===== src/rtl/alu_cmd_issuer.sv =====
// ---------------------------------------------------------------------------
// alu_cmd_issuer
// Buffers ALU commands in a small circular FIFO, issues them one at a time
// to an external combinational ALU through registered operand ports, and
// returns each captured ALU result through a valid/ready response channel.
//
// Ports
//   clk, rst_n               : clock, asynchronous active-low reset
//   cmd_valid/cmd_ready      : command handshake (cmd_a, cmd_b, cmd_opsel)
//   alu_a/alu_b/alu_opsel    : registered operands driven to the ALU
//   alu_result               : combinational result returned by the ALU
//   rsp_valid/rsp_ready      : response handshake
//   rsp_result/rsp_opsel     : captured result and the opsel that made it
//   rsp_err                  : captured opsel is an undefined ALU op (11..15)
//   fifo_count               : entries currently held in the command FIFO
// ---------------------------------------------------------------------------
module alu_cmd_issuer #(
    parameter int WIDTH     = 8,
    parameter int MUL_WIDTH = 12,
    parameter int DEPTH     = 4
) (
    input  logic                     clk,
    input  logic                     rst_n,
    input  logic                     cmd_valid,
    output logic                     cmd_ready,
    input  logic [WIDTH-1:0]         cmd_a,
    input  logic [WIDTH-1:0]         cmd_b,
    input  logic [3:0]               cmd_opsel,
    output logic [WIDTH-1:0]         alu_a,
    output logic [WIDTH-1:0]         alu_b,
    output logic [3:0]               alu_opsel,
    input  logic [MUL_WIDTH-1:0]     alu_result,
    output logic                     rsp_valid,
    input  logic                     rsp_ready,
    output logic [MUL_WIDTH-1:0]     rsp_result,
    output logic [3:0]               rsp_opsel,
    output logic                     rsp_err,
    output logic [$clog2(DEPTH):0]   fifo_count
);

    localparam int PTR_W = $clog2(DEPTH);
    localparam int CNT_W = $clog2(DEPTH) + 1;

    typedef enum logic [1:0] {
        IDLE = 2'd0,
        EXEC = 2'd1,
        RESP = 2'd2
    } state_t;

    // Opsel values 11..15 have no defined ALU operation.
    function automatic logic is_undef_op(input logic [3:0] op);
        return (op >= 4'd11);
    endfunction

    logic [WIDTH-1:0] mem_a_r  [DEPTH];
    logic [WIDTH-1:0] mem_b_r  [DEPTH];
    logic [3:0]       mem_op_r [DEPTH];
    logic [PTR_W-1:0] wr_ptr_r;
    logic [PTR_W-1:0] rd_ptr_r;
    logic [CNT_W-1:0] count_r;
    state_t           state_r;
    state_t           state_nxt_s;
    logic             push_s;
    logic             pop_s;

    // Ready depends on occupancy only, so a pop in the same cycle never
    // lets a push into a full FIFO.
    assign cmd_ready  = (count_r != CNT_W'(DEPTH));
    assign push_s     = cmd_valid && cmd_ready;
    assign fifo_count = count_r;

    // Next-state and pop decision; pops happen only from IDLE or from an
    // accepted response, and only when the FIFO holds something.
    always_comb begin
        state_nxt_s = state_r;
        pop_s       = 1'b0;
        case (state_r)
            IDLE: begin
                if (count_r != {CNT_W{1'b0}}) begin
                    pop_s       = 1'b1;
                    state_nxt_s = EXEC;
                end else begin
                    state_nxt_s = IDLE;
                end
            end
            EXEC: begin
                state_nxt_s = RESP;
            end
            RESP: begin
                if (rsp_ready) begin
                    if (count_r != {CNT_W{1'b0}}) begin
                        pop_s       = 1'b1;
                        state_nxt_s = EXEC;
                    end else begin
                        state_nxt_s = IDLE;
                    end
                end else begin
                    state_nxt_s = RESP;
                end
            end
            default: begin
                state_nxt_s = IDLE;
            end
        endcase
    end

    // FSM state register.
    always_ff @(posedge clk or negedge rst_n) begin
        if (!rst_n) begin
            state_r <= IDLE;
        end else begin
            state_r <= state_nxt_s;
        end
    end

    // FIFO storage, wrap-around pointers and occupancy counter.
    always_ff @(posedge clk or negedge rst_n) begin
        if (!rst_n) begin
            wr_ptr_r <= {PTR_W{1'b0}};
            rd_ptr_r <= {PTR_W{1'b0}};
            count_r  <= {CNT_W{1'b0}};
            for (int i = 0; i < DEPTH; i++) begin
                mem_a_r[i]  <= {WIDTH{1'b0}};
                mem_b_r[i]  <= {WIDTH{1'b0}};
                mem_op_r[i] <= 4'd0;
            end
        end else begin
            if (push_s) begin
                mem_a_r[wr_ptr_r]  <= cmd_a;
                mem_b_r[wr_ptr_r]  <= cmd_b;
                mem_op_r[wr_ptr_r] <= cmd_opsel;
                wr_ptr_r           <= wr_ptr_r + PTR_W'(1);
            end
            if (pop_s) begin
                rd_ptr_r <= rd_ptr_r + PTR_W'(1);
            end
            if (push_s && !pop_s) begin
                count_r <= count_r + CNT_W'(1);
            end else if (pop_s && !push_s) begin
                count_r <= count_r - CNT_W'(1);
            end
        end
    end

    // ALU operand registers: loaded only on a pop, otherwise hold.
    always_ff @(posedge clk or negedge rst_n) begin
        if (!rst_n) begin
            alu_a     <= {WIDTH{1'b0}};
            alu_b     <= {WIDTH{1'b0}};
            alu_opsel <= 4'd0;
        end else if (pop_s) begin
            alu_a     <= mem_a_r[rd_ptr_r];
            alu_b     <= mem_b_r[rd_ptr_r];
            alu_opsel <= mem_op_r[rd_ptr_r];
        end
    end

    // Response registers: capture at the end of EXEC, drop valid once the
    // consumer accepts; payload is held until the next capture.
    always_ff @(posedge clk or negedge rst_n) begin
        if (!rst_n) begin
            rsp_valid  <= 1'b0;
            rsp_result <= {MUL_WIDTH{1'b0}};
            rsp_opsel  <= 4'd0;
            rsp_err    <= 1'b0;
        end else if (state_r == EXEC) begin
            rsp_valid  <= 1'b1;
            rsp_result <= alu_result;
            rsp_opsel  <= alu_opsel;
            rsp_err    <= is_undef_op(alu_opsel);
        end else if ((state_r == RESP) && rsp_ready) begin
            rsp_valid  <= 1'b0;
        end
    end

endmodule

===== config.mk =====
export PLATFORM = sky130hd
export DESIGN_NAME = alu_cmd_issuer
export DESIGN_NICKNAME = d
export VERILOG_FILES = /design/src/rtl/alu_cmd_issuer.sv
export SDC_FILE = /design/constraint.sdc
export NUM_CORES = 1
export LEC_CHECK = 0
export ABC_AREA = 0
export CAP_MARGIN = 20
export CORE_MARGIN = 5
export CORE_UTILIZATION = 45
export CTS_BUF_LIST = sky130_fd_sc_hd__clkbuf_16
export CTS_CLUSTER_DIAMETER = 80
export CTS_CLUSTER_SIZE = 16
export DETAILED_ROUTE_END_ITERATION = 6
export PLACE_DENSITY = 0.67
export REMOVE_ABC_BUFFERS = 1
export SYNTH_ARGS = -nofsm -noshare
export SYNTH_HDL_FRONTEND = slang
export SYNTH_SLANG_ARGS = --single-unit

===== constraint.sdc =====
create_clock -name clk -period 2.8 [get_ports clk]
set_input_delay 0.28 -clock clk [delete_from_list [all_inputs] [get_ports clk]]
set_output_delay 0.28 -clock clk [all_outputs]
set_load 0.005 [all_outputs]

==> results.toml, run 1 <==
[run_status]
status = "complete, no violations"

[sta]
max_freq_mhz = 462
slew_headroom = 0.572
worst_slew_pin_slew_ns = 0.642
rsz0062_at_grt = "no"
tns_ns = 0
post-route-period-util = 0.773
finalClockSkew_ns = 0.00874
setup_violations = 0
hold_viol = 0
slew_viol_final = 0
fin_crit_ns = 2.16
finalWorstSetupSlack_ns = 0.636

[global_route]
grt_overflow = 0
track_usage = 0.159
grt_pass1_vias = 3466
grt_max_degree = 60
grt_pass1_wl_mm = 18.4
grt_antenna_before_repair = 0

[die]
core-area_um2 = 12700
ios = 78
num_rows = 41
initial_core_util = 0.461
die_area_um2 = 15400
die-width_um = 124
die_y_um = 124

[clock_tree]
clk_pin_slew_ns = 0.05
ctsHtreeMaxLevel = 4
cts_tree = "yes"
cts-root-buf = "clkbuf_16"
cts.path.max_buffers = 2
clk_latency_ns = 0.41
cts_buffers = 17
cts_sinks = 127
cts_setup_buffers = 0

[synth]
synth_ff_type = "dfrtp_1"
post_synth_num_cell_types = 26
synth_compound_area_frac = 0.00429
synth_area_um2 = 5840
async_flop_share = 1.00
yosys-mux-area-fraction = 0.330
synthTopCellsByCount = "dfrtp_1, mux2_4, nand2_1"
synth_cells = 355
ys_seq_elements = 127
yosysMostFrequentCell = "dfrtp_1"
synth_top_family_by_area = "multiplexers"
synth_top_area_frac = 0.544
yosysTopAreaCell = "dfrtp_1"
synth_adder_area_share = 0.0141
syn_area_per_cell_um2 = 16.4
ys_warn_count = 0
synth_xor_area_frac = 0.00900
synth_seq_area_share = 0.544
yosys.area_share.simple = 0.0542
synth_edf_count = 0
synthTopCellsByArea = "dfrtp_1, mux2_4, mux4_2"

[route]
drtAntennaViolNets = 0
vias = 3140
first_pass_iters = 4
drc = 0
drt_iter0_drc = 121
drt_wl_total_mm = 11.3
vias_per_cell = 5.01
wl_per_cell_um = 18.1

[critical_path]
critPathKind = "register to primary output"
crit_cells = 3
required_ns = 2.52
critical_path_buf_inv_count = 2
critical_path.max_stage_delay_ns = 0.45
worst-r2r-cell-count = 9
cp-start-kind = "register"
cp-end-kind = "primary output"
slowest_stage = "clkdlybuf4s50_1"
cp_top_family = "buffers and inverters"
cp_max_fo = 5
crit_chain = "or3b_1, buf_4, clkdlybuf4s50_1"
crit_arrival_ns = 1.88

[power_and_ir_drop]
vdd.ir_drop.worst_mv = 0.621
power_density_nw_per_um2 = 1310
leakage_uw = 0.00345

[job]
cap_violations = 0

[hold_path]
min_path_type = "input pin to async pin"

[final_layout]
fin_nets = 484
syn_to_final_growth_pct = 25.2
diodes = 0
drive_gt1_frac = 0.345
fill_cells = 1013

[place]
place_congestion = 0.683
port_buffers = 77
dpl_worst_slack_ns = 0.523
dp_hpwl_mm = 7.04
## per-layer routing
metal	vias to the layer above	GRT usage	part of all wire
met5	-	0	0
met4	0	0.0616	0.013
met3	13	0.0445	0.059
met2	75	0.259	0.48
met1	1620	0.204	0.45
li1	1432	-	-
## cell families after synthesis
group / count (synthesis)
compound gates: 5
xor+xnor: 6
fa+ha+maj: 6
buf+inv: 26
flops: 127
mux: 122
simple gates: 63
## final cells by class
class | count | area, um^2 | share of cell area
clock inverter | 15 | 200 | 0.0274
tap | 172 | 215 | 0.0294
inverter | 7 | 26.3 | 0.00359
sequential | 127 | 3180 | 0.435
timing repair buffer | 87 | 858 | 0.117
clock buffer | 17 | 425 | 0.0582
multi-input combinational | 202 | 2410 | 0.329
## through the flow
step            util  cells  instance area (um^2)  power, uW  hold WS (ns)
2_1_floorplan      -    336                  5610       5900       -0.0156
3_3_place_gp   0.527    594                  6680       7160         0.268
3_5_place_dp   0.527    594                  6680       7310         0.286
4_1_cts        0.577    627                  7310       9710         0.386
5_1_grt        0.577    627                  7310      10100         0.400
6_report       0.577    627                  7310       9570         0.383
## final timing paths
path | slack, ns | start | to
worst max-delay path | 0.64 | fifo_count[1] | cmd_ready
worst max register to register | 0.68 | fifo_count[0] | fifo_count[2]
min in group clk | 0.40 | alu_result[1] | rsp_result[1]
worst min register to register | 0.47 | rsp_result[1] | rsp_result[1]
max in group asynchronous | 1.60 | rst_n | rsp_result[6]
worst min-delay path | 0.38 | rst_n | rsp_result[11]
## power breakdown
part	leakage [uW]	switching (uW)	total, uW	internal, uW
sequential	0.00152	555	3360	2800
combinational	0.00163	1350	3890	2530
clock	0.000308	768	2320	1560
## registers in the layout, summed over array words and instances, names as in the netlist, 2 cells and up
name	count
mem_a_r	32
mem_b_r	32
mem_op_r	16
rsp_result	12
alu_a	8
alu_b	8
alu_opsel	4
rsp_opsel	4
fifo_count	3
rd_ptr_r	2
state_r	2
wr_ptr_r	2
## timing repair
action	in CTS	in global routing
hold endpoints to repair	35	0
hold buffers	1	0
endpoints found under the setup margin	0	0
resized for setup	0	0
## cells in the final DEF, fill, tap and decap left out, drive strengths merged, types with 2 or more instances in the layout
| cell | Yosys | routed |
|---|---|---|
| mux2 | 102 | 102 |
| xnor2 | 2 | 2 |
| nor2b | 2 | 2 |
| dfrtp | 127 | 127 |
| ha | 5 | 5 |
| clkinv | 0 | 8 |
| inv | 7 | 8 |
| buf | 14 | 10 |
| a21oi | 3 | 3 |
| o21ai | 2 | 2 |
| mux4 | 20 | 20 |
| nand3 | 4 | 4 |
| clkdlybuf4s50 | 0 | 76 |
| bufinv | 0 | 5 |
| nand2 | 51 | 51 |
| nor3 | 2 | 2 |
| clkbuf | 5 | 17 |
| xor2 | 4 | 4 |
(Power assumes the default switching activity.)
==> inputs of run 2 (changes only) <==
--- a/config.mk
+++ b/config.mk
@@ -13,7 +13,7 @@
 export CTS_CLUSTER_DIAMETER = 80
 export CTS_CLUSTER_SIZE = 16
 export DETAILED_ROUTE_END_ITERATION = 6
-export PLACE_DENSITY = 0.67
+export PLACE_DENSITY = 0.7
 export REMOVE_ABC_BUFFERS = 1
 export SYNTH_ARGS = -nofsm -noshare
 export SYNTH_HDL_FRONTEND = slang
==> constraint.sdc (replaced) <==
create_clock -name clk -period 1.9 [get_ports clk]
set_input_delay 0.19 -clock clk [delete_from_list [all_inputs] [get_ports clk]]
set_output_delay 0.19 -clock clk [all_outputs]
set_load 0.005 [all_outputs]
==> run 2 against run 1 <==
  * Cell count rose by 4.0%
  * The flow now finishes with violations (negative setup slack)
  * Global-route usage grew 0.31 points
  * Clock power is 28% higher
  * Count of clock-buffer cells in the layout is the same
  * Highest routed layer unchanged
  * Design area up 3.3%
  * Non-clock buffer count rose by 26
  * Clock skew shrank 0.0045 ns
  * Critical path depth rose by 4
==> results.toml, run 2 (same netlist as run 1, synthesis figures left out) <==
[run_status]
status = "finished with violations"
violations = "negative setup slack"

[sta]
fin_crit_ns = 1.94
finalWorstSetupSlack_ns = -0.0397
post-route-period-util = 1.02
slew_viol_final = 0
hold_viol = 0
rsz0062_at_grt = "yes"
tns_ns = -0.0397
finalClockSkew_ns = 0.00427
slew_headroom = 0.557
worst_slew_pin_slew_ns = 0.664
setup_violations = 1
max_freq_mhz = 516

[global_route]
grt_antenna_before_repair = 0
track_usage = 0.162
grt_max_degree = 39
grt_pass1_vias = 3654
grt_overflow = 0
grt_pass1_wl_mm = 18.7

[critical_path]
startpoint = "fifo_count[1]"
timing.rr.end = "fifo_count[1]"
cp-start-kind = "register"
r2r_slack_ns = -0.04
crit_cells = 7
slowest_stage = "or3b_4"
cp_common_cell = "inv_2"
critical_path.max_stage_delay_ns = 0.42
crit_end = "fifo_count[1]"
regToRegStartpoint = "fifo_count[1]"
crit_arrival_ns = 2.23
cp_top_family = "adder cells"
worst-r2r-cell-count = 7
critical_path_buf_inv_count = 2
cp-end-kind = "register"
crit_chain = "or3b_4, nand2_4, inv_2, ha_4, inv_2, fa_2, mux2_2"
cp_max_fo = 3
required_ns = 2.19
critPathKind = "register to register"

[power_and_ir_drop]
power_density_nw_per_um2 = 1870
vdd.ir_drop.worst_mv = 1.03
leakage_uw = 0.00361

[place]
dp_hpwl_mm = 7.47
dpl_worst_slack_ns = -0.164
port_buffers = 77
dpl_cell_area_um2 = 6920
place_congestion = 0.688

[clock_tree]
clk_latency_ns = 0.41
cts_buffers = 17
cts-root-buf = "clkbuf_16"
cts_tree = "yes"
cts_sinks = 127
ctsHtreeMaxLevel = 4
cts.path.max_buffers = 2
clk_pin_slew_ns = 0.05

[die]
ios = 78
die_y_um = 124
die_area_um2 = 15400
initial_core_util = 0.461
die-width_um = 124
num_rows = 41
core-area_um2 = 12700

[final_layout]
layout_common_cells = "dfrtp_1, mux2_4, clkdlybuf4s50_1, nand2_1, buf_4"
drive_gt1_frac = 0.394
diodes = 0
post-route-cell-area_um2 = 7550
reg.largest.list = "mem_a_r: 32 flops, mem_b_r: 32 flops, mem_op_r: 16 flops"
fin_nets = 510
syn_to_final_growth_pct = 29.3
layout_commonest_cell = "dfrtp_1"
fill_cells = 989

[hold_path]
min_path_type = "input pin to async pin"

[route]
drt_wl_total_mm = 11.6
first_pass_iters = 4
drt_iter0_drc = 218
drc = 0
vias_per_cell = 4.94
vias = 3220
drtAntennaViolNets = 0
wl_per_cell_um = 17.7

[job]
cap_violations = 0
## run 2: cell count changes in the layout (fill, tap and decap cells not counted), sizes merged
cell,change
inv,+4
clkinvlp,-1
clkdlybuf4s50,-1
dlygate4sd2,+1
bufinv,-3
buf,+26
clkinv,-1
## run 2: cell type report
cell class | count | area [um^2] | share of cell area
tap | 172 | 215 | 0.0285
inverter | 7 | 26.3 | 0.00348
sequential | 127 | 3180 | 0.421
clock buffer | 17 | 425 | 0.0563
clock inverter | 14 | 113 | 0.0149
timing repair buffer | 113 | 1150 | 0.153
multi-input combinational | 202 | 2440 | 0.323
## run 2: per-layer routing
metal | global-route usage | vias up | part of all wire
li1 | - | 1485 | -
met1 | 0.202 | 1643 | 0.45
met2 | 0.267 | 81 | 0.49
met3 | 0.0577 | 11 | 0.056
met4 | 0.0507 | 0 | 0.011
met5 | 0 | - | 0
## run 2: repair_timing
| item | in CTS | in global routing |
|---|---|---|
| hold endpoints to repair | 33 | 0 |
| setup endpoints to repair | 3 | 4 |
| cloned | 0 | 0 |
| setup buffers | 9 | 0 |
| hold buffers | 1 | 0 |
| pin swaps | 3 | 5 |
| gates resized for setup | 3 | 9 |
## run 2: power by group
part           switching (uW)  internal (uW)
Clock                    1090           1870
Sequential                809           4130
Combinational            2130           4110
Total                    4030          10100
## run 2: metrics by stage
stage               hold slack [ns]  utilization  instances  total power (uW)
floorplan                    -0.106            -        336              8690
global placement              0.175        0.546        613             10900
detailed placement            0.176        0.546        613             11100
CTS                           0.278        0.594        653             14300
global route                  0.307        0.596        652             15000
finish                        0.294        0.596        652             14100
## run 2: worst reg2reg max path, stage by stage, from the launching register on
cell and delay [ns]:
dfrtp_1 0.40, or3b_4 0.43, nand2_4 0.08, inv_2 0.04, ha_4 0.15, inv_2 0.05
fa_2 0.41, mux2_2 0.26
## run 2: how the worst min path moves through the flow
stage / slack [ns] / depth (start not counted) / start / endpoint
3_5_place_dp: 0.18 / 1 / rst_n / rsp_result[10]
4_1_cts: 0.28 / 2 / rst_n / rsp_result[10]
6_report: 0.29 / 2 / rst_n / rsp_result[10]
5_1_grt: 0.31 / 3 / alu_result[3] / rsp_result[3]
2_1_floorplan: -0.11 / 0 / rst_n / alu_a[0]
3_3_place_gp: 0.18 / 1 / rst_n / rsp_result[3]
==> inputs of run 3 (changes only) <==
--- a/config.mk
+++ b/config.mk
@@ -10,7 +10,7 @@
 export CORE_MARGIN = 5
 export CORE_UTILIZATION = 45
 export CTS_BUF_LIST = sky130_fd_sc_hd__clkbuf_16
-export CTS_CLUSTER_DIAMETER = 80
+export CTS_CLUSTER_DIAMETER = 30
 export CTS_CLUSTER_SIZE = 16
 export DETAILED_ROUTE_END_ITERATION = 6
 export PLACE_DENSITY = 0.7
==> results of run 3 <==
Same layout as run 2: the final DEF is identical, and so are final timing and power.
